[src/rtl/sub_32_pkg.sv]
// Shared state encoding, default geometry and sizing helper for the
// digit-serial subtractor.
package sub_32_pkg;

  typedef enum logic [1:0] {
    IDLE = 2'd0,
    RUN  = 2'd1,
    DONE = 2'd2
  } state_e;

  // Counter must reach N itself without wrapping, hence the extra bit.
  function automatic int step_width(input int n);
    return $clog2(n) + 1;
  endfunction

  localparam int WIDTH_DEF  = 32;
  localparam int DIGIT_DEF  = 4;
  localparam int N_DEF      = WIDTH_DEF / DIGIT_DEF;
  localparam int STEP_W_DEF = step_width(N_DEF);

endpackage

[src/rtl/sub_32_seq_sub_digit.sv]
// Combinational DIGIT-bit borrow subtractor: x - y - bi, formed as a ripple
// of full-adder cells adding x + ~y + ~bi; the borrow is the inverted carry.
module sub_digit
  import sub_32_pkg::*;
#(
  parameter int DIGIT = DIGIT_DEF
) (
  input  logic [DIGIT-1:0] x,
  input  logic [DIGIT-1:0] y,
  input  logic             bi,
  output logic [DIGIT-1:0] d,
  output logic             bo
);

  logic [DIGIT:0]   c;
  logic [DIGIT-1:0] y_n;

  assign y_n  = ~y;
  assign c[0] = ~bi;

  for (genvar gi = 0; gi < DIGIT; gi++) begin : g_fa
    assign d[gi]   = x[gi] ^ y_n[gi] ^ c[gi];
    assign c[gi+1] = (x[gi] & y_n[gi]) | (c[gi] & (x[gi] ^ y_n[gi]));
  end

  assign bo = ~c[DIGIT];

endmodule

[src/rtl/sub_32_seq.sv]
// Multi-cycle subtractor: diff = a - b - bin, resolved DIGIT bits per cycle,
// least significant digit first, behind a start/busy/done handshake.
module sub_32_seq
  import sub_32_pkg::*;
#(
  parameter int WIDTH = WIDTH_DEF,
  parameter int DIGIT = DIGIT_DEF
) (
  input  logic             clk,
  input  logic             rst,
  input  logic             start,
  input  logic [WIDTH-1:0] a,
  input  logic [WIDTH-1:0] b,
  input  logic             bin,
  output logic             busy,
  output logic             done,
  output logic [WIDTH-1:0] diff,
  output logic             bout,
  output logic             ovf
);

  localparam int N      = WIDTH / DIGIT;
  localparam int STEP_W = step_width(N);
  localparam int IDX_W  = (N > 1) ? $clog2(N) : 1;

  state_e            state_q, state_d;
  logic [WIDTH-1:0]  a_q, a_d;
  logic [WIDTH-1:0]  b_q, b_d;
  logic [WIDTH-1:0]  diff_q, diff_d;
  logic [STEP_W-1:0] step_q, step_d;
  logic              borrow_q, borrow_d;
  logic              busy_q, busy_d;
  logic              done_q, done_d;
  logic              bout_q, bout_d;
  logic              ovf_q, ovf_d;

  logic [DIGIT-1:0]  a_dig [N];
  logic [DIGIT-1:0]  b_dig [N];
  logic [IDX_W-1:0]  idx;
  logic [DIGIT-1:0]  cur_a, cur_b, dig_d;
  logic              dig_bo;
  logic              last_step;

  // Split the latched operands into digits so the single slice adder can be
  // fed by a plain mux on the step counter.
  for (genvar gi = 0; gi < N; gi++) begin : g_split
    assign a_dig[gi] = a_q[gi*DIGIT +: DIGIT];
    assign b_dig[gi] = b_q[gi*DIGIT +: DIGIT];
  end

  assign idx       = step_q[IDX_W-1:0];
  assign cur_a     = a_dig[idx];
  assign cur_b     = b_dig[idx];
  assign last_step = (step_q == STEP_W'(N - 1));

  sub_digit #(.DIGIT(DIGIT)) u_digit (
    .x  (cur_a),
    .y  (cur_b),
    .bi (borrow_q),
    .d  (dig_d),
    .bo (dig_bo)
  );

  always_comb begin
    state_d  = state_q;
    a_d      = a_q;
    b_d      = b_q;
    diff_d   = diff_q;
    step_d   = step_q;
    borrow_d = borrow_q;
    busy_d   = 1'b0;
    done_d   = 1'b0;
    bout_d   = bout_q;
    ovf_d    = ovf_q;

    case (state_q)
      IDLE, DONE: begin
        state_d = IDLE;
        if (start) begin
          state_d  = RUN;
          busy_d   = 1'b1;
          a_d      = a;
          b_d      = b;
          borrow_d = bin;
          diff_d   = '0;
          step_d   = '0;
        end
      end
      RUN: begin
        for (int k = 0; k < N; k++) begin
          if (idx == IDX_W'(k)) diff_d[k*DIGIT +: DIGIT] = dig_d;
        end
        borrow_d = dig_bo;
        step_d   = step_q + STEP_W'(1);
        busy_d   = 1'b1;
        if (last_step) begin
          state_d = DONE;
          busy_d  = 1'b0;
          done_d  = 1'b1;
          bout_d  = dig_bo;
          // Top digit of the result is being produced right now.
          ovf_d   = (a_q[WIDTH-1] ^ b_q[WIDTH-1]) & (dig_d[DIGIT-1] ^ a_q[WIDTH-1]);
        end
      end
      default: state_d = IDLE;
    endcase
  end

  always_ff @(posedge clk) begin
    if (rst) begin
      state_q  <= IDLE;
      a_q      <= '0;
      b_q      <= '0;
      diff_q   <= '0;
      step_q   <= '0;
      borrow_q <= 1'b0;
      busy_q   <= 1'b0;
      done_q   <= 1'b0;
      bout_q   <= 1'b0;
      ovf_q    <= 1'b0;
    end else begin
      state_q  <= state_d;
      a_q      <= a_d;
      b_q      <= b_d;
      diff_q   <= diff_d;
      step_q   <= step_d;
      borrow_q <= borrow_d;
      busy_q   <= busy_d;
      done_q   <= done_d;
      bout_q   <= bout_d;
      ovf_q    <= ovf_d;
    end
  end

  assign busy = busy_q;
  assign done = done_q;
  assign diff = diff_q;
  assign bout = bout_q;
  assign ovf  = ovf_q;

endmodule
[config.mk]
export PLATFORM = sky130hd
export DESIGN_NAME = sub_32_seq
export DESIGN_NICKNAME = d
export VERILOG_FILES = /design/src/rtl/sub_32_pkg.sv /design/src/rtl/sub_32_seq_sub_digit.sv /design/src/rtl/sub_32_seq.sv
export SDC_FILE = /design/constraint.sdc
export NUM_CORES = 1
export LEC_CHECK = 0
export ABC_CLOCK_PERIOD_IN_PS = 3970
export CAP_MARGIN = 0
export CORE_ASPECT_RATIO = 0.6
export CORE_UTILIZATION = 25
export CTS_CLUSTER_DIAMETER = 150
export DETAILED_ROUTE_END_ITERATION = 6
export GPL_ROUTABILITY_DRIVEN = 0
export GPL_TIMING_DRIVEN = 1
export PLACE_DENSITY_LB_ADDON = 0.08
export SYNTH_ARGS = -nofsm -noshare
export SYNTH_HDL_FRONTEND = slang
export SYNTH_HIERARCHICAL = 1
export SYNTH_SLANG_ARGS = --single-unit
[constraint.sdc]
create_clock -name clk -period 3.97 [get_ports clk]
set_clock_uncertainty 0.05 [all_clocks]
set_input_delay 0.397 -clock clk [delete_from_list [all_inputs] [get_ports clk]]
set_output_delay 0.397 -clock clk [all_outputs]
set_load 0.1 [all_outputs]
# Yosys cells after proc, flatten, opt, wreduce, memory -nomap -nowiden
# Cells that the tools add are included.
# totals
regBits	107
latch_bits	0
ram_bits	0
rom_bits	0
in_bits	68
word_cells	110
n_memories	0
# op_classes
n_addsub	1
mul	0
div	0
magnitude_cmp	1
n_eq_ne	20
shift	0
mux	27
bitwise_logic	28
n_reduce_logical	16
# op_table
operator	n
$pmux W32 S2	1
$mux W4	13
$mux W32	1
$bmux W4 S3	2
$reduce_and A3 Y1	8
$ne A2 B2 Y1 const B	10
$eq A3 B3 Y1 const B	4
$xor A1 B1 Y1	10
$and A1 B1 Y1	9
$pmux W4 S2	1
$eq A3 B2 Y1 const B	2
$reduce_and A2 Y1	3
$mux W1	5
$add A4 B1 Y4 const B	1
$eq A4 B3 Y1 const B	1
$ge A4 B4 Y1 const B	1
$not A3 Y4	1
$not A4 Y4	1
$or A1 B1 Y1	4
$pmux W1 S2	2
$pmux W2 S2	1
$reduce_or A2 Y1	2
$eq A3 B1 Y1 const B	1
$logic_not A3 Y1	1
6 further kinds	8

# Logic depth before layout (Yosys ltp)
# Gate-level depths: netlist of run 1.
# depth
ltp_word	16
depth_mapped	15
ltp_nobuf	13

# Cells and area by module
# The synthesis of run 1 kept the hierarchy.
# by_module_without_submodules
mod	instances	cells_each	area_each_um2
sub_32_seq	1	509	4474.3
sub_digit	1	12	110.1

# Least setup slack after synthesis of run 1
# No wires, ideal clock.
# synth_path
kind	register -> register
from	reg step_q[1]
to	reg ovf_q, in the netlist ovf
t_arrival_ns	3.378
path_slack_ns	0.471
path_stages_with_launch	16
cell_sequence	dfxtp_1 -> buf_6 -> buf_6 -> mux4_2 -> nand2_1 -> nand2_1 -> inv_1 -> fa_1 -> fa_1 -> inv_1 -> fa_1 -> fa_1 -> inv_1 -> or3b_1 -> a211o_1 -> a21oi_1
# synth_via
elab_chain_len	15
# synth_rtl
item	line	rtl
from (decl)	sub_32_seq.sv:30	logic [STEP_W-1:0] step_q, step_d;
from (signal assigned)	sub_32_seq.sv:126	step_q <= step_d;
$not A3 Y4 (not written as such) *	sub_32_seq.sv:53	assign cur_b = b_dig[idx];
$bmux W4 S3 *	sub_32_seq.sv:53	
$mux W4 (not written as such) * (2 in a row)	sub_32_seq.sv:53	
via cur_b[0]	sub_32_seq.sv:40	logic [DIGIT-1:0] cur_a, cur_b, dig_d;
$not A4 Y4 *	sub_32_seq_sub_digit.sv:18	assign y_n = ~y;
$xor A1 B1 Y1	sub_32_seq_sub_digit.sv:23	assign c[gi+1] = (x[gi] & y_n[gi]) | (c[gi] & (x[gi] ^ y_n[gi]));
$and A1 B1 Y1	sub_32_seq_sub_digit.sv:23	
$or A1 B1 Y1 *	sub_32_seq_sub_digit.sv:23	
$and A1 B1 Y1 *	sub_32_seq_sub_digit.sv:23	
$or A1 B1 Y1 *	sub_32_seq_sub_digit.sv:23	
$and A1 B1 Y1 *	sub_32_seq_sub_digit.sv:23	
$or A1 B1 Y1 *	sub_32_seq_sub_digit.sv:23	
$xor A1 B1 Y1 *	sub_32_seq_sub_digit.sv:22	assign d[gi] = x[gi] ^ y_n[gi] ^ c[gi];
via dig_d[3]	sub_32_seq.sv:40	
$xor A1 B1 Y1 *	sub_32_seq.sv:102	ovf_d = (a_q[WIDTH-1] ^ b_q[WIDTH-1]) & (dig_d[DIGIT-1] ^ a_q[WIDTH-1]);
$and A1 B1 Y1 *	sub_32_seq.sv:102	
to (signal assigned)	sub_32_seq.sv:131	ovf_q <= ovf_d;
to (decl)	sub_32_seq.sv:35	logic ovf_q, ovf_d;
# The timed path passes the listed nets; every way through them passes the cells marked *. The select of a mux whose other input is x is not followed.
# A chain may end at the register's enable or synchronous reset.

# Worst setup path after layout of run 1
# Same ends and word-level chain as after synthesis.

==> results of run 1 <==
[cells in the mapped netlist (5+ instances only)]
cell type | number | area share
ha_1 | 6 | 0.016
nor2_1 | 27 | 0.022
mux4_2 | 16 | 0.079
dfxtp_1 | 107 | 0.47
buf_2 | 20 | 0.022
buf_4 | 5 | 0.0082
a31o_2 | 24 | 0.046
nand4bb_1 | 7 | 0.017
nand3_1 | 20 | 0.022
clkbuf_1 | 10 | 0.0082
nand2_1 | 154 | 0.13
a21oi_1 | 79 | 0.086
inv_1 | 11 | 0.0090
[routing by layer]
metal | vias up | wire length [um]
li1 | 1937 | -
met1 | 1829 | 7470
met2 | 89 | 4970
met3 | 13 | 675
met4 | 0 | 116
met5 | - | 0
[worst paths after layout]
path	depth (start not counted)	slack, ps	start	endpoint
max	14	380	step_q[1]$_SDFFE_PP0P_	ovf$_SDFFE_PP0P_
min	2	410	a_q[26]$_SDFFE_PP0P_	a_q[26]$_SDFFE_PP0P_
max reg2reg	14	380	step_q[1]$_SDFFE_PP0P_	ovf$_SDFFE_PP0P_
min reg2reg	2	410	a_q[26]$_SDFFE_PP0P_	a_q[26]$_SDFFE_PP0P_
[flip-flops by register name, indices dropped and copies added, names as in the netlist, 2 cells and up]
name	flops
a_q	32
b_q	32
diff	32
step_q	4
state_q	2
[cell families after synthesis]
kind of cell / after synthesis / share of synthesized area
AOI/OAI and AO/OA: 107 / 0.138
adders and majority gates: 10 / 0.0338
buffers and inverters: 53 / 0.0579
DFF: 107 / 0.467
muxes: 17 / 0.0811
and+or+nand+nor: 227 / 0.222
[layout by cell type (no fill, tap or decap), drive strengths merged, types with 2 or more instances in the layout]
cell type and count:
nand2 154, dfxtp 107, clkdlybuf4s50 102, a21oi 79
nor2 28, a31o 24, nand3 20, mux4 16
inv 13, buf 12, clkbuf 10, nand4bb 7
ha 6, nand3b 4, fa 4, nand4b 3
nand2b 3, clkinv 3, nor3 2, o21ai 2
[area by class of cell]
class,instances,area [um^2]
fill,1808,11400
sequential,107,2140
multi-input combinational,361,2190
clock buffer,10,239
timing repair buffer,114,1120
clock inverter,6,72.6
inverter,12,45.0
tap,234,293
[through the flow]
stage	instances	setup WS (ps)	power [mW]	util
final	844	381	2.41	0.348
after global routing	844	170	2.52	0.348
after CTS	844	345	2.44	0.348
after detailed placement	828	375	1.50	0.330
after global placement	828	464	1.49	0.330
after floorplan	521	471	1.36	-
[critical path: cells and delay by family, from the launching register on]
| kind | cells | cell delay (ps) |
|---|---|---|
| simple gates | 3 | 510 |
| fa+ha+maj | 4 | 1210 |
| flops | 1 | 400 |
| compound gates | 2 | 440 |
| buf+inv | 4 | 400 |
| mux | 1 | 510 |
[power breakdown]
| part | internal, mW | switching [mW] | leakage (nW) |
|---|---|---|---|
| Sequential | 1.12 | 0.0314 | 0.873 |
| Clock | 0.514 | 0.426 | 0.150 |
| Combinational | 0.138 | 0.181 | 1.18 |
==> flow_summary.ini, run 1 <==
[yosys]
synthFlopType = dfxtp_1
syn_avg_cell_area_um2 = 8.80
synth_nets = 599
synth_cell_types = 32
ys_async_sr_fraction = 0
syn_inst = 521
netlist_area_mm2 = 0.00458
synth_edf_count = 0
ys_seq_elements = 107
yosys_warnings = 6
ys_seq_area_frac = 0.467

[clocking]
cts.repair.resized = 0
clockRootBuffer = clkbuf_16
clk_path_buf_depth = 2
cts_made_buffers = 9
clk-insertion-delay-late_ps = 360
cts_hold_buf = 0
htree_levels = 3
cts.clk_slew.worst_paths_ps = 70
cts.sinks = 107
cts_tree = done
post-cts-setup-buffers = 0

[layout]
antenna_cells = 0
stdcell_area_mm2 = 0.00610
nets = 683
drive_gt1_frac = 0.123
syn2layout_area_growth_pct = 33.1

[floorplan]
coreArea_mm2 = 0.0175
num_rows = 37
dieArea_mm2 = 0.0189
die_y_um = 107
die_w_um = 177
ios = 104
initial_core_util = 0.261

[global_routing]
grtUsageMet2 = 0.189
grt_usage = 0.147
busiest_layer = met1
met3_usage = 0.0355
use_met1 = 0.235
overflow = 0
grt_pass1_vias = 3765
antenna_found_initial = 0
grt_max_degree = 40
grt_pass1_wl_um = 21100

[min_path]
min_path_type = reg2reg

[sta]
whs_ps = 408
fin_crit_sh = 0.904
fin_crit_ps = 3590
hold_viol_final = 0
final-max-slew-violation-count = 0
setup_viol = 0
slew-limit-headroom = 0.342
rsz0062_at_grt = false
max_freq_ghz = 0.279
worst_slew_pin_slew_ps = 984
fin_setup_tns_ps = 0

[critical_path]
cp.arrival_ps = 3830
path_class = reg2reg
max_stage_delay_ps = 510
worstSetupStartpointType = flip-flop
path_common_cell = fa_1
cp_slowest_cell = mux4_2
cp_max_fo = 5
cp_cell_sequence = buf_4, mux4_2, nand2_1, nand2_1, inv_1, fa_1, fa_1, inv_1, fa_1, fa_1, inv_1, or3b_1, a211o_1, a21oi_1
end_kind = flip-flop
required_ps = 4210

[detailed_routing]
initialDrtViolationCount = 235
viasPerCell = 4.58
drc = 0
via_count = 3868
ant_nets = 0
wl_per_cell_um = 15.7
totalWireLength_um = 13200
first_pass_iters = 6

[pwr]
ir_drop_mv = 0.201
p_leak_nw = 2.20
powerDensity_mw_per_mm2 = 395

[status]
status = finished, final reports clean

[placement]
portBuffers = 103
place_area_mm2 = 0.00579
dp_hpwl_um = 9870

[run]
max_cap_viol_count = 0
Power figures use the tool's default switching activity.
==> run 2: changes to the inputs <==
--- a/config.mk
+++ b/config.mk
@@ -9,4 +9,5 @@
 export CAP_MARGIN = 0
 export CORE_ASPECT_RATIO = 0.6
+export CORE_MARGIN = 2
 export CORE_UTILIZATION = 25
 export CTS_CLUSTER_DIAMETER = 150
==> constraint.sdc (replaced) <==
create_clock -name clk -period 3.97 [get_ports clk]
set_clock_uncertainty 0.05 [all_clocks]
set_input_delay 1.191 -clock clk [delete_from_list [all_inputs] [get_ports clk]]
set_output_delay 1.191 -clock clk [all_outputs]
set_load 0.1 [all_outputs]
==> flow_summary.ini, run 2 (same netlist as run 1, synthesis figures left out) <==
[layout]
layout_commonest_cell = nand2_1
nets = 684
syn2layout_area_growth_pct = 32.5
regArea_mm2 = 0.00214
final_cell_mix = nand2_1 (154), dfxtp_1 (107), a21oi_1 (79), clkdlybuf4s50_1 (79), buf_4 (33)
utilization = 0.337
antenna_cells = 0
finalNonFillerCells = 851
multiInputGateArea_mm2 = 0.00219
stdcell_area_mm2 = 0.00607
drive_gt1_frac = 0.162
fill_cells = 1887

[global_routing]
grt_usage = 0.141
grt_pass1_vias = 3826
grt_max_degree = 49
grt_pass1_wl_um = 21000
antenna_found_initial = 0
overflow = 0

[detailed_routing]
via_count = 3832
viasPerCell = 4.50
wl_met1_um = 7350
dr.max_layer_used = met4
totalWireLength_um = 13300
initialDrtViolationCount = 164
ant_nets = 0
first_pass_iters = 4
drc = 0
wl_met3_um = 778
wl_per_cell_um = 15.7
wl_met2_um = 5140

[floorplan]
die_y_um = 109
initial_core_util = 0.254
dieArea_mm2 = 0.0195
ios = 104
die_w_um = 179
coreArea_mm2 = 0.0180
num_rows = 38

[pwr]
finalPower_mw = 2.43
p_comb_frac = 0.133
p_sw_mw = 0.651
pwr-share-seq = 0.473
powerDensity_mw_per_mm2 = 400
p_int_mw = 1.78
p_leak_nw = 2.27
switching_share = 0.268
clkPwrFrac = 0.394
ir_drop_mv = 0.219

[clocking]
cts.sinks = 107
clockRootBuffer = clkbuf_16
cts_hold_buf = 0
cts.clk_slew.worst_paths_ps = 80
cts_tree = done
htree_levels = 3
cts_made_buffers = 9
post-cts-setup-buffers = 0
clk_path_buf_depth = 2
clk-insertion-delay-late_ps = 350
cts.repair.resized = 0

[status]
status = finished, final reports clean

[placement]
dp_cells = 835
portBuffers = 103
place_area_mm2 = 0.00576
dp_slack_ps = 413
dp_hpwl_um = 9900

[sta]
rsz0062_at_grt = false
setup_viol = 0
hold_viol_final = 0
final-max-slew-violation-count = 0
worst_slew_pin_slew_ps = 973
whs_ps = 406
fin_crit_sh = 0.901
slew-limit-headroom = 0.350
layout_setup_ws_ps = 392
max_freq_ghz = 0.280
fin_crit_ps = 3580
fin_setup_tns_ps = 0

[critical_path]
cp.arrival_ps = 3820
required_ps = 4220
crit_path_end = diff[23]$_SDFFE_PP0P_
r2r-end = diff[23]$_SDFFE_PP0P_
path_class = reg2reg
reg2reg_depth = 13
worstSetupStartpointType = flip-flop
rr_startpoint = step_q[1]$_SDFFE_PP0P_
regToRegSetupSlack_ps = 390
cp_max_fo = 8
worstSetupStartpoint = step_q[1]$_SDFFE_PP0P_
end_kind = flip-flop

[min_path]
min_path_type = reg2reg

[run]
max_cap_viol_count = 0
run 2: power by group through the flow:
| stage | combinational [mW] | clock [mW] | sequential (mW) |
|---|---|---|---|
| after detailed placement | 0.325 | 0 | 1.18 |
| after global routing | 0.359 | 1.03 | 1.16 |
| after floorplan | 0.186 | 0 | 1.18 |
| final | 0.322 | 0.958 | 1.15 |
| after CTS | 0.326 | 0.988 | 1.15 |
| after global placement | 0.321 | 0 | 1.18 |
run 2: layout make-up:
| type | count | area share |
|---|---|---|
| tap | 240 | 0.0494 |
| clock buffer | 10 | 0.0393 |
| timing repair buffer | 115 | 0.178 |
| multi-input combinational | 361 | 0.360 |
| clock inverter | 6 | 0.0126 |
| inverter | 12 | 0.00742 |
| sequential | 107 | 0.353 |
run 2: worst min path at each step:
| stage | startpoint | to | slack, ps | cells past startpoint |
|---|---|---|---|---|
| CTS | a_q[28]$_SDFFE_PP0P_ | a_q[28]$_SDFFE_PP0P_ | 410 | 2 |
| floorplan | a_q[16]$_SDFFE_PP0P_ | a_q[16]$_SDFFE_PP0P_ | 380 | 2 |
| detailed placement | a_q[28]$_SDFFE_PP0P_ | a_q[28]$_SDFFE_PP0P_ | 400 | 2 |
| global placement | b_q[26]$_SDFFE_PP0P_ | b_q[26]$_SDFFE_PP0P_ | 400 | 2 |
| finish | a_q[20]$_SDFFE_PP0P_ | a_q[20]$_SDFFE_PP0P_ | 410 | 2 |
| global route | b_q[5]$_SDFFE_PP0P_ | b_q[5]$_SDFFE_PP0P_ | 430 | 2 |
run 2: metal layers:
metal	vias up	global-route usage
met5	-	0
li1	1938	-
met3	7	0.0366
met1	1792	0.219
met2	95	0.192
met4	0	0.0279
run 2: worst max-delay path, stage by stage, from the launching register on:
cell and delay, ps:
dfxtp_1 410, buf_4 230, mux4_2 510, nand2_1 90, nand2_1 80, fa_1 400
fa_1 360, inv_1 70, fa_1 170, fa_1 400, inv_1 160, nand4bb_1 280
nor2_1 200, a31o_2 120
==> run 3: changes to the inputs <==
CORE_UTILIZATION = 30   (was 25)
CTS_CLUSTER_DIAMETER = default   (was 150)
==> flow_summary.ini, run 3 (same netlist as run 1, synthesis figures left out) <==
[status]
status = finished, final reports clean

[detailed_routing]
totalWireLength_um = 12800
first_pass_iters = 5
wl_per_cell_um = 15.8
via_count = 3835
drc = 0
initialDrtViolationCount = 241
ant_nets = 0
viasPerCell = 4.76

[min_path]
holdPathStages = 2
min_from = b_q[10]$_SDFFE_PP0P_
min_path_type = reg2reg

[sta]
fin_crit_ps = 3590
max_freq_ghz = 0.278
slew-limit-headroom = 0.346
fin_crit_sh = 0.905
whs_ps = 406
rsz0062_at_grt = false
layout_setup_ws_ps = 378
hold_viol_final = 0
setup_viol = 0
worst_slew_pin_slew_ps = 978
final-max-slew-violation-count = 0
fin_setup_tns_ps = 0

[floorplan]
initial_core_util = 0.311
die_y_um = 99.8
num_rows = 34
coreArea_mm2 = 0.0147
ios = 104
die_w_um = 164
dieArea_mm2 = 0.0163

[critical_path]
worstSetupStartpoint = step_q[1]$_SDFFE_PP0P_
rr_startpoint = step_q[1]$_SDFFE_PP0P_
cp_max_fo = 7
reg2reg_depth = 13
cp.arrival_ps = 3820
required_ps = 4200
worstSetupStartpointType = flip-flop
end_kind = flip-flop
path_class = reg2reg

[pwr]
ir_drop_mv = 0.183
p_leak_nw = 2.23
powerDensity_mw_per_mm2 = 391
finalPower_mw = 2.32

[global_routing]
grt_pass1_wl_um = 20300
antenna_found_initial = 0
grt_pass1_vias = 3715
grt_max_degree = 65
overflow = 0
grt_usage = 0.162

[layout]
syn2layout_area_growth_pct = 29.7
regArea_mm2 = 0.00214
layout_commonest_cell = nand2_1
finalNonFillerCells = 806
utilization = 0.404
multiInputGateArea_mm2 = 0.00219
final_cell_mix = nand2_1 (154), dfxtp_1 (107), a21oi_1 (79)
nets = 681
antenna_cells = 0
drive_gt1_frac = 0.160
stdcell_area_mm2 = 0.00595
fill_cells = 1507

[clocking]
cts.sinks = 107
cts_tree = done
cts.clk_slew.worst_paths_ps = 70
clk-insertion-delay-late_ps = 350
clockRootBuffer = clkbuf_16
post-cts-setup-buffers = 0
htree_levels = 3
cts.repair.resized = 0
clk_path_buf_depth = 2
cts_hold_buf = 0
cts_made_buffers = 9

[placement]
dp_hpwl_um = 9430
place_area_mm2 = 0.00567
portBuffers = 103
dp_slack_ps = 327
dp_cells = 790

[run]
max_cap_viol_count = 0
-- run 3: cell types whose count changed in the layout (fill, tap and decap cells not counted) --
cell	previous run	this run
inv_6	4	1
clkdlybuf4s50_1	79	78
clkinv_4	0	3
clkinvlp_4	0	1
inv_8	1	0
buf_12	2	1
buf_4	33	32
clkbuf_8	1	0
bufinv_16	1	0
clkinv_2	0	2
-- run 3: worst max-delay path, stage by stage, from the launching register on --
cell	delay, ps
dfxtp_1	560
buf_4	250
mux4_2	510
nand2_1	80
nand2_1	60
inv_1	80
fa_1	170
inv_1	50
fa_1	370
fa_1	480
inv_1	90
or3b_1	360
a211o_1	290
a21oi_1	130
-- run 3: report_power, final --
group | internal, mW | switching, mW | total (mW)
sequential | 1.12 | 0.0315 | 1.15
clock | 0.429 | 0.423 | 0.853
combinational | 0.138 | 0.182 | 0.321
total | 1.69 | 0.637 | 2.32
-- run 3: final cells by class --
cell class,count,area share
clock buffer,9,0.0379
clock inverter,7,0.00884
inverter,12,0.00758
multi-input combinational,361,0.368
sequential,107,0.360
tap,198,0.0417
timing repair buffer,112,0.176
-- run 3: path summary, 6_finish.rpt --
| kind | to | slack, ps |
|---|---|---|
| worst max-delay path | ovf$_SDFFE_PP0P_ | 380 |
| worst min-delay path | b_q[10]$_SDFFE_PP0P_ | 410 |
| worst max register to register | ovf$_SDFFE_PP0P_ | 380 |
| worst min register to register | b_q[10]$_SDFFE_PP0P_ | 410 |
-- run 3: routing by layer --
metal	wire [um]	vias up	GRT usage
met2	4890	94	0.218
met3	724	10	0.0430
met5	0	-	0
li1	-	1927	-
met1	7010	1804	0.253
met4	128	0	0.0405
